File: config.mk
export PLATFORM = sky130hd
export DESIGN_NAME = l1_clfetch_flat
export DESIGN_NICKNAME = d
export VERILOG_FILES = /design/src/rtl/l1_clfetch_pkg.sv /design/src/rtl/l1_clfetch_if.sv /design/src/rtl/l1_clfetch_rr_arb.sv /design/src/rtl/l1_clfetch.sv /design/src/flat_wrapper.sv
export SDC_FILE = /design/constraint.sdc
export NUM_CORES = 2
export LEC_CHECK = 0
export BUFFER_PORTS_ARGS = -buffer_cell sky130_fd_sc_hd__buf_2
export CORE_AREA = 5 5 413 415
export CTS_CLUSTER_DIAMETER = 60
export DETAILED_ROUTE_END_ITERATION = 10
export DIE_AREA = 0 0 418 420
export PLACE_DENSITY_LB_ADDON = 0.08
export SETUP_SLACK_MARGIN = 0.5
export SYNTH_ARGS = -nofsm -noshare
export SYNTH_HDL_FRONTEND = slang
export SYNTH_SLANG_ARGS = --single-unit
File: constraint.sdc
create_clock -name clk -period 36.7 [get_ports clk]
set_input_delay 1.835 -clock clk [delete_from_list [all_inputs] [get_ports clk]]
set_output_delay 1.835 -clock clk [all_outputs]
set_load 0.05 [all_outputs]
File: src/rtl/l1_clfetch_pkg.sv
// rtl/l1_clfetch_pkg.sv - shared constants and tag FIFO entry type for the cacheline fetch engine
// Package l1_pkg: default geometry of the fetch engine and the {sid, clid}
// record kept per outstanding L2 read.
// Build option L1_CLFETCH_TAGCHK_EN: when defined, every L2 response tag is
// compared with the tag FIFO read index; a mismatch sets the sticky o_err,
// the response is still popped, and the L1 write and o_clrsp_v strobe are
// dropped. When undefined the response tag is ignored and o_err stays 0.
package l1_pkg;

    localparam int L1_NSTREAMS = 8;
    localparam int L1_NCL      = 16;
    localparam int L1_MAX_OUT  = 8;
    localparam int L1_CL_BITS  = 512;

    localparam int L1_SID_W  = $clog2(L1_NSTREAMS);
    localparam int L1_CLID_W = $clog2(L1_NCL);
    localparam int L1_TAG_W  = $clog2(L1_MAX_OUT);

    // One outstanding L2 read: which stream asked and which L1 line it fills.
    typedef struct packed {
        logic [L1_SID_W-1:0]  sid;
        logic [L1_CLID_W-1:0] clid;
    } l1_tag_entry_t;

endpackage

File: src/rtl/l1_clfetch_if.sv
// rtl/l1_clfetch_if.sv - stream request, L2 read/response and L1 write bundle
// Signals keep their engine-facing names:
//   i_clreq_v/i_clreq_r        per-stream line request / one-hot grant
//   i_set_v/i_set_sid/i_set_clid  write-line override
//   o_l2req_v/r/sid/tag        tagged L2 read request
//   i_l2rsp_v/r/tag/d          in-order L2 line response
//   o_wr_v/o_wr_addr/o_wr_d    L1 BRAM write
//   o_clrsp_v, o_err           line-delivered pulse, sticky tag error
// Modport master is the fetch engine, slave is its environment.
interface l1_clfetch_if
    import l1_pkg::*;
#(
    parameter int nstreams = L1_NSTREAMS,
    parameter int ncl      = L1_NCL,
    parameter int max_out  = L1_MAX_OUT,
    parameter int cl_bits  = L1_CL_BITS
) ();

    localparam int sid_width  = $clog2(nstreams);
    localparam int clid_width = $clog2(ncl);
    localparam int tag_width  = $clog2(max_out);

    logic [nstreams-1:0]             i_clreq_v;
    logic [nstreams-1:0]             i_clreq_r;
    logic                            i_set_v;
    logic [sid_width-1:0]            i_set_sid;
    logic [clid_width-1:0]           i_set_clid;
    logic                            o_l2req_v;
    logic                            o_l2req_r;
    logic [sid_width-1:0]            o_l2req_sid;
    logic [tag_width-1:0]            o_l2req_tag;
    logic                            i_l2rsp_v;
    logic                            i_l2rsp_r;
    logic [tag_width-1:0]            i_l2rsp_tag;
    logic [cl_bits-1:0]              i_l2rsp_d;
    logic                            o_wr_v;
    logic [sid_width+clid_width-1:0] o_wr_addr;
    logic [cl_bits-1:0]              o_wr_d;
    logic [nstreams-1:0]             o_clrsp_v;
    logic                            o_err;

    modport master (
        input  i_clreq_v, i_set_v, i_set_sid, i_set_clid, o_l2req_r,
               i_l2rsp_v, i_l2rsp_tag, i_l2rsp_d,
        output i_clreq_r, o_l2req_v, o_l2req_sid, o_l2req_tag, i_l2rsp_r,
               o_wr_v, o_wr_addr, o_wr_d, o_clrsp_v, o_err
    );

    modport slave (
        output i_clreq_v, i_set_v, i_set_sid, i_set_clid, o_l2req_r,
               i_l2rsp_v, i_l2rsp_tag, i_l2rsp_d,
        input  i_clreq_r, o_l2req_v, o_l2req_sid, o_l2req_tag, i_l2rsp_r,
               o_wr_v, o_wr_addr, o_wr_d, o_clrsp_v, o_err
    );

endinterface

File: src/rtl/l1_clfetch_rr_arb.sv
// rtl/l1_clfetch_rr_arb.sv - round-robin arbiter l1_rr_arb with per-requester mask
// Ports:
//   i_req, i_mask   requesters and requesters to skip this cycle
//   i_en            arbitration allowed
//   i_ptr           highest-priority requester
//   o_gnt, o_gnt_v, o_gnt_idx   one-hot grant, any-grant, winner index
//   o_next_ptr      winner+1 on grant, else i_ptr
// n must be a power of two so the pointer wraps naturally in pw bits.
module l1_rr_arb #(
    parameter int n  = 8,
    parameter int pw = $clog2(n)
) (
    input  logic [n-1:0]  i_req,
    input  logic [n-1:0]  i_mask,
    input  logic          i_en,
    input  logic [pw-1:0] i_ptr,
    output logic [n-1:0]  o_gnt,
    output logic          o_gnt_v,
    output logic [pw-1:0] o_gnt_idx,
    output logic [pw-1:0] o_next_ptr
);

    logic [pw-1:0] cand;

    always_comb begin
        o_gnt     = '0;
        o_gnt_v   = 1'b0;
        o_gnt_idx = i_ptr;
        cand      = i_ptr;
        // Scan from the pointer upward; first unmasked requester wins.
        for (int i = 0; i < n; i++) begin
            cand = i_ptr + pw'(i);
            if (i_en && !o_gnt_v && i_req[cand] && !i_mask[cand]) begin
                o_gnt_v   = 1'b1;
                o_gnt_idx = cand;
            end
        end
        if (o_gnt_v) begin
            o_gnt[o_gnt_idx] = 1'b1;
        end
        o_next_ptr = o_gnt_v ? o_gnt_idx + pw'(1) : i_ptr;
    end

endmodule

File: src/rtl/l1_clfetch.sv
// rtl/l1_clfetch.sv - cacheline fetch engine: stream arbitration, tagged L2 reads, L1 line writes
// Ports: clk, reset (asynchronous, active-high), bus (l1_clfetch_if.master).
// Grants one stream per cycle round-robin, records {sid, wptr[sid]} in a tag
// FIFO whose write index is the L2 tag, and on each in-order L2 response
// writes the line to L1 at {sid, clid} and pulses o_clrsp_v[sid] one cycle later.
// Build option L1_CLFETCH_TAGCHK_EN enables response tag checking and o_err.
module l1_clfetch
    import l1_pkg::*;
#(
    parameter int nstreams = L1_NSTREAMS,
    parameter int ncl      = L1_NCL,
    parameter int max_out  = L1_MAX_OUT,
    parameter int cl_bits  = L1_CL_BITS
) (
    input  logic         clk,
    input  logic         reset,
    l1_clfetch_if.master bus
);

    localparam int sid_width  = $clog2(nstreams);
    localparam int clid_width = $clog2(ncl);
    localparam int tag_width  = $clog2(max_out);
    localparam int cnt_width  = tag_width + 1;

    logic [clid_width-1:0]           wptr_q [nstreams];
    logic [clid_width-1:0]           wptr_d [nstreams];
    l1_tag_entry_t                   fifo_q [max_out];
    l1_tag_entry_t                   fifo_d [max_out];
    logic [tag_width-1:0]            wr_idx_q, wr_idx_d;
    logic [tag_width-1:0]            rd_idx_q, rd_idx_d;
    logic [cnt_width-1:0]            count_q, count_d;
    logic [sid_width-1:0]            rr_q, rr_d;
    logic                            l2req_v_q, l2req_v_d;
    logic [sid_width-1:0]            l2req_sid_q, l2req_sid_d;
    logic [tag_width-1:0]            l2req_tag_q, l2req_tag_d;
    logic                            wr_v_q, wr_v_d;
    logic [sid_width+clid_width-1:0] wr_addr_q, wr_addr_d;
    logic [cl_bits-1:0]              wr_d_q, wr_d_d;
    logic [nstreams-1:0]             clrsp_q, clrsp_d;
    logic                            err_q, err_d;

    logic                 accept;
    logic                 arb_en;
    logic                 pop;
    logic                 tag_ok;
    logic [nstreams-1:0]  set_mask;
    logic [nstreams-1:0]  gnt;
    logic                 gnt_v;
    logic [sid_width-1:0] gnt_idx;
    logic [sid_width-1:0] rr_next;
    l1_tag_entry_t        head;

    l1_rr_arb #(
        .n  (nstreams),
        .pw (sid_width)
    ) u_arb (
        .i_req      (bus.i_clreq_v),
        .i_mask     (set_mask),
        .i_en       (arb_en),
        .i_ptr      (rr_q),
        .o_gnt      (gnt),
        .o_gnt_v    (gnt_v),
        .o_gnt_idx  (gnt_idx),
        .o_next_ptr (rr_next)
    );

    always_comb begin
        accept = l2req_v_q & bus.o_l2req_r;
        // Only grant when the output slot frees this cycle and a tag is free.
        arb_en = (~l2req_v_q | accept) & (count_q < cnt_width'(max_out));
        // A stream whose write line is being overwritten sits out one cycle so
        // the grant never captures the stale pointer.
        set_mask = bus.i_set_v ? (nstreams'(1) << bus.i_set_sid) : '0;

        head = fifo_q[rd_idx_q];
        pop  = bus.i_l2rsp_v & (count_q != '0);
`ifdef L1_CLFETCH_TAGCHK_EN
        tag_ok = (bus.i_l2rsp_tag == rd_idx_q);
`else
        tag_ok = 1'b1;
`endif

        rr_d = rr_next;
        for (int s = 0; s < nstreams; s++) begin
            wptr_d[s] = wptr_q[s];
        end
        for (int t = 0; t < max_out; t++) begin
            fifo_d[t] = fifo_q[t];
        end
        if (gnt_v) begin
            wptr_d[gnt_idx]  = wptr_q[gnt_idx] + clid_width'(1);
            fifo_d[wr_idx_q] = '{sid: gnt_idx, clid: wptr_q[gnt_idx]};
        end
        if (bus.i_set_v) begin
            wptr_d[bus.i_set_sid] = bus.i_set_clid;
        end
        wr_idx_d = wr_idx_q + tag_width'(gnt_v);
        rd_idx_d = rd_idx_q + tag_width'(pop);
        count_d  = count_q + cnt_width'(gnt_v) - cnt_width'(pop);

        l2req_v_d   = l2req_v_q;
        l2req_sid_d = l2req_sid_q;
        l2req_tag_d = l2req_tag_q;
        if (gnt_v) begin
            l2req_v_d   = 1'b1;
            l2req_sid_d = gnt_idx;
            l2req_tag_d = wr_idx_q;
        end else if (accept) begin
            l2req_v_d = 1'b0;
        end

        wr_v_d    = pop & tag_ok;
        wr_addr_d = wr_addr_q;
        wr_d_d    = wr_d_q;
        clrsp_d   = '0;
        if (pop) begin
            wr_addr_d = {head.sid, head.clid};
            wr_d_d    = bus.i_l2rsp_d;
        end
        if (pop && tag_ok) begin
            clrsp_d = nstreams'(1) << head.sid;
        end
        err_d = err_q | (pop & ~tag_ok);
    end

    always_ff @(posedge clk or posedge reset) begin
        if (reset) begin
            for (int s = 0; s < nstreams; s++) begin
                wptr_q[s] <= '0;
            end
            for (int t = 0; t < max_out; t++) begin
                fifo_q[t] <= '0;
            end
            wr_idx_q    <= '0;
            rd_idx_q    <= '0;
            count_q     <= '0;
            rr_q        <= '0;
            l2req_v_q   <= 1'b0;
            l2req_sid_q <= '0;
            l2req_tag_q <= '0;
            wr_v_q      <= 1'b0;
            wr_addr_q   <= '0;
            wr_d_q      <= '0;
            clrsp_q     <= '0;
            err_q       <= 1'b0;
        end else begin
            for (int s = 0; s < nstreams; s++) begin
                wptr_q[s] <= wptr_d[s];
            end
            for (int t = 0; t < max_out; t++) begin
                fifo_q[t] <= fifo_d[t];
            end
            wr_idx_q    <= wr_idx_d;
            rd_idx_q    <= rd_idx_d;
            count_q     <= count_d;
            rr_q        <= rr_d;
            l2req_v_q   <= l2req_v_d;
            l2req_sid_q <= l2req_sid_d;
            l2req_tag_q <= l2req_tag_d;
            wr_v_q      <= wr_v_d;
            wr_addr_q   <= wr_addr_d;
            wr_d_q      <= wr_d_d;
            clrsp_q     <= clrsp_d;
            err_q       <= err_d;
        end
    end

    assign bus.i_clreq_r   = gnt;
    assign bus.o_l2req_v   = l2req_v_q;
    assign bus.o_l2req_sid = l2req_sid_q;
    assign bus.o_l2req_tag = l2req_tag_q;
    assign bus.i_l2rsp_r   = 1'b1;
    assign bus.o_wr_v      = wr_v_q;
    assign bus.o_wr_addr   = wr_addr_q;
    assign bus.o_wr_d      = wr_d_q;
    assign bus.o_clrsp_v   = clrsp_q;
    assign bus.o_err       = err_q;

endmodule

File: src/flat_wrapper.sv
// flat-port wrapper written by rule: the top's interface ports become plain ports
module l1_clfetch_flat import l1_pkg::*;
#(
    parameter int nstreams = L1_NSTREAMS,
    parameter int ncl      = L1_NCL,
    parameter int max_out  = L1_MAX_OUT,
    parameter int cl_bits  = L1_CL_BITS
)
  (clk, reset, bus_i_clreq_v, bus_i_set_v, bus_i_set_sid, bus_i_set_clid, bus_o_l2req_r, bus_i_l2rsp_v, bus_i_l2rsp_tag, bus_i_l2rsp_d, bus_i_clreq_r, bus_o_l2req_v, bus_o_l2req_sid, bus_o_l2req_tag, bus_i_l2rsp_r, bus_o_wr_v, bus_o_wr_addr, bus_o_wr_d, bus_o_clrsp_v, bus_o_err);
  l1_clfetch_if #(.nstreams(nstreams), .ncl(ncl), .max_out(max_out), .cl_bits(cl_bits)) bus_i ();
  input  logic clk;
  input  logic reset;
  input wire logic [$bits(bus_i.i_clreq_v)-1:0] bus_i_clreq_v;
  input wire logic [$bits(bus_i.i_set_v)-1:0] bus_i_set_v;
  input wire logic [$bits(bus_i.i_set_sid)-1:0] bus_i_set_sid;
  input wire logic [$bits(bus_i.i_set_clid)-1:0] bus_i_set_clid;
  input wire logic [$bits(bus_i.o_l2req_r)-1:0] bus_o_l2req_r;
  input wire logic [$bits(bus_i.i_l2rsp_v)-1:0] bus_i_l2rsp_v;
  input wire logic [$bits(bus_i.i_l2rsp_tag)-1:0] bus_i_l2rsp_tag;
  input wire logic [$bits(bus_i.i_l2rsp_d)-1:0] bus_i_l2rsp_d;
  output wire logic [$bits(bus_i.i_clreq_r)-1:0] bus_i_clreq_r;
  output wire logic [$bits(bus_i.o_l2req_v)-1:0] bus_o_l2req_v;
  output wire logic [$bits(bus_i.o_l2req_sid)-1:0] bus_o_l2req_sid;
  output wire logic [$bits(bus_i.o_l2req_tag)-1:0] bus_o_l2req_tag;
  output wire logic [$bits(bus_i.i_l2rsp_r)-1:0] bus_i_l2rsp_r;
  output wire logic [$bits(bus_i.o_wr_v)-1:0] bus_o_wr_v;
  output wire logic [$bits(bus_i.o_wr_addr)-1:0] bus_o_wr_addr;
  output wire logic [$bits(bus_i.o_wr_d)-1:0] bus_o_wr_d;
  output wire logic [$bits(bus_i.o_clrsp_v)-1:0] bus_o_clrsp_v;
  output wire logic [$bits(bus_i.o_err)-1:0] bus_o_err;
  assign bus_i.i_clreq_v = bus_i_clreq_v;
  assign bus_i.i_set_v = bus_i_set_v;
  assign bus_i.i_set_sid = bus_i_set_sid;
  assign bus_i.i_set_clid = bus_i_set_clid;
  assign bus_i.o_l2req_r = bus_o_l2req_r;
  assign bus_i.i_l2rsp_v = bus_i_l2rsp_v;
  assign bus_i.i_l2rsp_tag = bus_i_l2rsp_tag;
  assign bus_i.i_l2rsp_d = bus_i_l2rsp_d;
  assign bus_i_clreq_r = bus_i.i_clreq_r;
  assign bus_o_l2req_v = bus_i.o_l2req_v;
  assign bus_o_l2req_sid = bus_i.o_l2req_sid;
  assign bus_o_l2req_tag = bus_i.o_l2req_tag;
  assign bus_i_l2rsp_r = bus_i.i_l2rsp_r;
  assign bus_o_wr_v = bus_i.o_wr_v;
  assign bus_o_wr_addr = bus_i.o_wr_addr;
  assign bus_o_wr_d = bus_i.o_wr_d;
  assign bus_o_clrsp_v = bus_i.o_clrsp_v;
  assign bus_o_err = bus_i.o_err;
  l1_clfetch #(.nstreams(nstreams), .ncl(ncl), .max_out(max_out), .cl_bits(cl_bits)) u_core (.clk(clk), .reset(reset), .bus(bus_i));
endmodule
# Yosys cells after proc, flatten, opt, wreduce, memory -nomap -nowiden
# Cells that the tools add are included.
[totals]
mem_bits_rw = 0
regBits = 636
mem_count = 0
latch_bits = 0
rom_bits = 0
output_inout_bits = 545
wordCells = 192
in_bits = 535
[op_classes]
mux = 71
bitwise_logic = 9
n_reduce_logical = 44
eq_ne = 0
n_div = 0
n_mul = 0
magnitude_cmp = 18
add_sub_neg = 13
shift = 2
[ops]
columns = ["cell", "n"]
rows = [
  ["$bwmux 32", 2],
  ["$mux 32", 2],
  ["$bwmux 56", 1],
  ["$bmux 1 s3", 16],
  ["$lt 3x4->1 const B", 9],
  ["$logic_and 1x1->1", 27],
  ["$mux 1", 27],
  ["$demux 4 s3", 2],
  ["$mux 8", 3],
  ["$bmux 7 s3", 1],
  ["$demux 7 s3", 1],
  ["$mux 3", 7],
  ["$mux 7", 3],
  ["$ge 4x4->1 const B", 4],
  ["$mux 4", 4],
  ["$not 3->4", 4],
  ["$shl 1x3->8 const A", 2],
  ["$logic_not 1->1", 15],
  ["$add 3x3->3 const B", 4],
  ["$bmux 4 s3", 1],
  ["$lt 4x1->1 const B", 3],
  ["$add 3x1->3", 2],
  ["$add 3x1->3 const B", 2],
  ["$add 3x2->3 const B", 2],
  ["11 further kinds", 13],
]

# Longest topological paths before layout
[logic_depth]
depth_word = 51
depth_mapped = 23
ltp_nobuf = 17

# Hierarchy
# Synthesis repeated with hierarchy kept, for this count alone.
[hier_totals]
hier_cells = 2825
area_unflattened_um2 = 26176.4
[by_module_without_submodules]
columns = ["module", "instances", "seq_area_each_um2", "cells_each", "area_each_um2"]
rows = [
  ["l1_clfetch", 1, 15915.3, 2665, 24818.8],
  ["l1_rr_arb", 1, 0.0, 160, 1357.6],
]

# Worst setup path after synthesis
# OpenSTA, ideal clock, no wires.
[synth_timing]
kind = "in2out"
startpoint = "in bus_i_set_sid[0]"
endpoint = "out bus_i_clreq_r[0]"
path_buffers = 2
path_slack_ns = 29.928
required_ns = 34.865
stages = 11
t_arrival_ns = 4.937
path_cell_list = "clkbuf_8 xnor2_2 o311a_2 o21ai_1 o211a_1 nand2_1 a31oi_1 o32ai_4 buf_2 or2_2 nor2_1"
[synth_between]
elab_chain_cells = 47
elab_cells_between_ends = 76
cone_classes = "order compare: 2; shift: 1; mux: 35; reduce/logical: 38"
[synth_rtl]
columns = ["element", "line", "rtl"]
rows = [
  ["start, declared", "flat_wrapper.sv:15", "input wire logic [$bits(bus_i.i_set_sid)-1:0] bus_i_set_sid;"],
  ["$shl 1x3->8 (*)", "l1_clfetch.sv:73", "set_mask = bus.i_set_v ? (nstreams'(1) << bus.i_set_sid) : '0;"],
  ["$mux 8 (*)", "l1_clfetch.sv:73", ""],
  ["$bmux 1 s3", "l1_clfetch_rr_arb.sv:33", "if (i_en && !o_gnt_v && i_req[cand] && !i_mask[cand]) begin"],
  ["$mux 1 (not written as such)", "l1_clfetch_rr_arb.sv:33", ""],
  ["$logic_not 1->1", "l1_clfetch_rr_arb.sv:33", ""],
  ["$logic_and 1x1->1", "l1_clfetch_rr_arb.sv:33", ""],
  ["$mux 1", "l1_clfetch_rr_arb.sv:33", ""],
  ["$logic_not 1->1", "l1_clfetch_rr_arb.sv:33", ""],
  ["[29 not listed]", "n/a", ""],
  ["$logic_not 1->1", "l1_clfetch_rr_arb.sv:33", ""],
  ["$logic_and 1x1->1 (3 in series)", "l1_clfetch_rr_arb.sv:33", ""],
  ["$mux 3", "l1_clfetch_rr_arb.sv:33", ""],
  ["$lt 3x4->1 (not written as such) or $ge 3x1->1 (tied branches)", "l1_clfetch_rr_arb.sv:39", "o_gnt[o_gnt_idx] = 1'b1;"],
  ["$logic_and 1x1->1 (not written as such)", "l1_clfetch_rr_arb.sv:39", ""],
  ["$mux 1 (not written as such)", "l1_clfetch_rr_arb.sv:39", ""],
  ["$demux 1 s3", "l1_clfetch_rr_arb.sv:39", ""],
  ["$mux 8 (*)", "l1_clfetch_rr_arb.sv:38", "if (o_gnt_v) begin"],
  ["end, declared", "flat_wrapper.sv:21", "output wire logic [$bits(bus_i.i_clreq_r)-1:0] bus_i_clreq_r;"],
]
# Every way passes the cells marked *; elsewhere a longest branch is shown, timed or not. The select of a mux whose other input is x is not followed.

# Final worst setup path
[layout_timing]
startpoint = "reg u_core.rr_q[0]"
endpoint = "out bus_i_clreq_r[0]"
[layout_between]
elab_chain_cells = 45
elab_cells_between_ends = 98
cone_classes = "add/sub: 7; order compare: 2; mux: 50; reduce/logical: 39"
[layout_rtl]
columns = ["element", "line", "rtl"]
rows = [
  ["start, declared", "l1_clfetch.sv:32", "logic [sid_width-1:0] rr_q, rr_d;"],
  ["start signal, assigned", "l1_clfetch.sv:156", "rr_q <= rr_d;"],
  ["parallel branches: the longest is 44 deep, another holds $add 3x1->3", "n/a", ""],
  ["$mux 8 (*)", "l1_clfetch_rr_arb.sv:38", ""],
]
# Every way passes the cells marked *. The select of a mux whose other input is x is not followed.

==> results.yml <==
outcome:
  status: "finished clean"
layout:
  drive_gt1_share_pct: 34.3
  post-route-util_pct: 22.7
  area_delta_synth_final_pct: 43.4
  fillCellCount: 18600
  fin_nets: 4451
clock_tree:
  insertion_delay_ns: 0.71
  cts_made_buffers: 103
  clk_path_buf_depth: 3
  cts_tree: "built"
  cts_hold_buf: 0
  cts_root_buf: "clkbuf_16"
  clock-sinks: 636
  htreeDepth: 3
  clk_pin_slew_ns: 0.06
  cts_setup_buffers: 0
  post_cts_resized: 0
detailed_routing:
  via_count: 23400
  drc: 0
  routed-wl-met2_um: 68400
  via_per_inst: 3.77
  dr.pass1.iters: 4
  dr_wl_met3_um: 9780
  topRoutingLayerUsed: "met5"
  initialDrtViolationCount: 1263
  wl_per_cell_um: 22.5
  wirelength_um: 140000
  drt-met1-wl_um: 56000
  final_antenna_net_count: 0
timing:
  slew_viol_final: 0
  setup_tns_ns: 0
  slew_headroom_pct: 29.8
  finalClockSkew_ns: 0.0351
  clock.fmax_ghz: 0.123
  worst_pin_slew_ns: 1.05
  hold_violations: 0
  fin_crit_ns: 8.11
  setup_viol: 0
  finalCritPeriodShare_pct: 22.1
  rsz0062_at_grt: "false"
synthesis:
  synth_edf_count: 0
  synthCells: 2858
  async_flop_share_pct: 100
  netlist_top_cells_area: "dfrtp_1 60%, nand2_1 23%, clkbuf_1 1.8%, mux4_2 1.7%, mux2_2 1.4%"
  ys.flop_type: "dfrtp_1"
  syn_area_um2: 26300
  syn_nets: 3407
  synth_top_area_share_pct: 60.5
  synth_largest_area_cell: "dfrtp_1"
  ys_ff_latch: 636
  synthTopCellsByCount: "1614 x nand2_1, 636 x dfrtp_1, 128 x clkbuf_1, 59 x nor2_1, 38 x o21ai_0"
  postSynthAreaPerCell_um2: 9.21
  ys_types: 88
  ys_warn_count: 0
  yosysMostFrequentCell: "nand2_1"
  ys_seq_area_share_pct: 60.5
worst_setup_path:
  slowest_stage: "ha_1"
  critical_path_class: "flop to output pin"
  cpMostUsedCell: "buf_4"
  start_kind: "flop"
  crit_start: "u_core.rr_q[0]$_DFFE_PP0N_"
  crit_fanout: 27
  timing.rr.end: "u_core.wptr_q[22]$_DFF_PP0_"
  critPathBufInv: 4
  crit_family: "buffers and inverters"
  regToRegSetupSlack_ns: 30.23
  end_kind: "output pin"
  r2r-start: "u_core.rr_q[0]$_DFFE_PP0N_"
  crit_required_ns: 34.86
  path_cells: "buf_4 > clkinv_1 > ha_1 > mux4_2 > o311a_1 > o21ai_1 > o211a_1 > nand2_1 > a31oi_1 > o32ai_4 > buf_4 > or2_2 > nor2_1 > buf_2"
  worstPathArrival_ns: 6.27
  max_stage_delay_ns: 0.78
  r2r_cells: 18
floorplanning:
  core_area_um2: 166000
  dieArea_um2: 176000
  pin_count: 1080
  die_w_um: 418
  die_h_um: 420
  rows: 150
  start_util_pct: 15.8
place:
  port_buffers: 1074
  place_congestion: 0.824
  place_hpwl_um: 106000
global_route:
  antenna_found_initial: 103
  grt_pass1_vias: 23700
  grt_pass1_wl_um: 190000
  grt_max_degree: 182
  grt_usage_pct: 15.1
  overflow: 0
power_and_ir_drop:
  power_frac_clock_pct: 26.2
  p_int_mw: 2.08
  pwr-share-comb_pct: 48.2
  leakage_nw: 20.1
  p_seq_share_pct: 25.6
  p_per_area_nw_per_um2: 106
  swShare_pct: 48.0
  ir_drop_uv: 67.4
  p_switching_mw: 1.92
worst_hold_path:
  min-delay-start: "u_core.bus.o_wr_d[276]$_DFFE_PP0P_"
  whs_path_depth: 2
  hold_path.class: "flop to flop"
  hold_end: "u_core.bus.o_wr_d[276]$_DFFE_PP0P_"
run:
  drv_cap: 0
==> power groups by stage <==
stage	registers (mW)	logic (mW)	clock network [mW]
2_1_floorplan	1.52	0.882	0
3_3_place_gp	1.04	1.98	0
3_5_place_dp	1.04	1.97	0
4_1_cts	1.03	1.98	1.09
5_1_grt	1.06	2.09	1.12
6_report	1.03	1.93	1.05
==> flip-flops by register name (all words and copies together) (netlist names) <==
register                count
u_core.wr_idx_q             3
u_core.bus.o_l2req_v        1
u_core.bus.o_wr_v           1
u_core.bus.o_wr_d         512
u_core.bus.o_clrsp_v        8
u_core.bus.o_l2req_tag      3
u_core.rd_idx_q             3
u_core.count_q              4
u_core.wptr_q              32
u_core.bus.o_l2req_sid      3
u_core.rr_q                 3
u_core.bus.o_wr_addr        7
u_core.fifo_q              56
==> layer usage <==
metal | global-route usage, % | up-vias
li1 | - | 11100
met2 | 25.6 | 829
met5 | 0 | -
met4 | 6.16 | 18
met3 | 4.74 | 321
met1 | 17.8 | 11100
==> cell usage in the layout, fill, tap and decap left out, types with 7 or more instances in the layout <==
master,synthesis,routed
a21oi_1,35,35
a22oi_1,8,8
a31oi_1,15,15
and3_1,8,8
buf_12,2,7
buf_2,3,1074
buf_4,4,16
bufinv_16,0,15
clkbuf_1,128,20
clkbuf_16,0,104
clkbuf_8,5,14
clkinv_2,0,19
dfrtp_1,636,636
diode_2,0,21
ha_1,13,13
inv_1,25,23
mux2_2,33,33
mux2i_1,29,29
mux4_2,20,20
nand2_1,1614,1613
nand2b_1,8,8
nand3_1,15,15
nor2_1,59,59
nor3_1,8,7
nor3b_1,10,9
o21ai_0,38,38
o21ai_1,11,11
xor2_1,7,7
==> worst max-delay path by stage <==
stage	endpoint	slack, ns	cells after the start
floorplan	u_core.bus.o_clrsp_v[0]$_DFF_PP0_	17.05	1
global placement	bus_i_clreq_r[1]	29.10	12
detailed placement	bus_i_clreq_r[0]	29.08	12
CTS	bus_i_clreq_r[0]	28.44	14
global route	bus_i_clreq_r[0]	28.15	14
finish	bus_i_clreq_r[0]	28.59	14
==> cell type report <==
type	instances	area [um2]	share of cell area, %
clock buffer	138	2870	7.60
multi-input combinational	2036	9600	25.4
tap	2204	2760	7.30
inverter	28	123	0.325
antenna	21	52.6	0.139
sequential	636	15900	42.2
timing repair buffer	1097	5640	14.9
clock inverter	53	800	2.12
==> tightest hold or removal path, cell delays in order (launching register included) <==
cell     delay, ns
dfrtp_1       0.33
nand2_1       0.05
nand2_1       0.05
==> kinds of logic (layout without fill, tap and decap cells) <==
logic type / count (synthesis) / count (layout) / synth area share (%)
muxes: 88 / 88 / 4.75
other: 2 / 23 / 0.0285
adders and majority gates: 14 / 14 / 0.694
AOI/OAI and AO/OA: 154 / 154 / 3.97
and+or+nand+nor: 1761 / 1761 / 26.3
xor gates and xnor gates: 17 / 17 / 0.680
DFF: 636 / 636 / 60.5
buffers and inverters: 186 / 1316 / 3.16
==> metrics by stage <==
step / total power, mW / hold slack (ns) / worst slack [ns] / instance area (um2) / std cells
after floorplan: 2.41 / 0.445 / 17.05 / 26300 / 2858
after global placement: 3.02 / 0.454 / 29.10 / 34000 / 6001
after detailed placement: 3.01 / 0.456 / 29.08 / 34000 / 6001
after CTS: 4.10 / 0.470 / 28.44 / 37700 / 6192
after global routing: 4.26 / 0.484 / 28.15 / 37700 / 6205
final: 4.01 / 0.463 / 28.59 / 37800 / 6213
(Power assumes the default switching activity.)
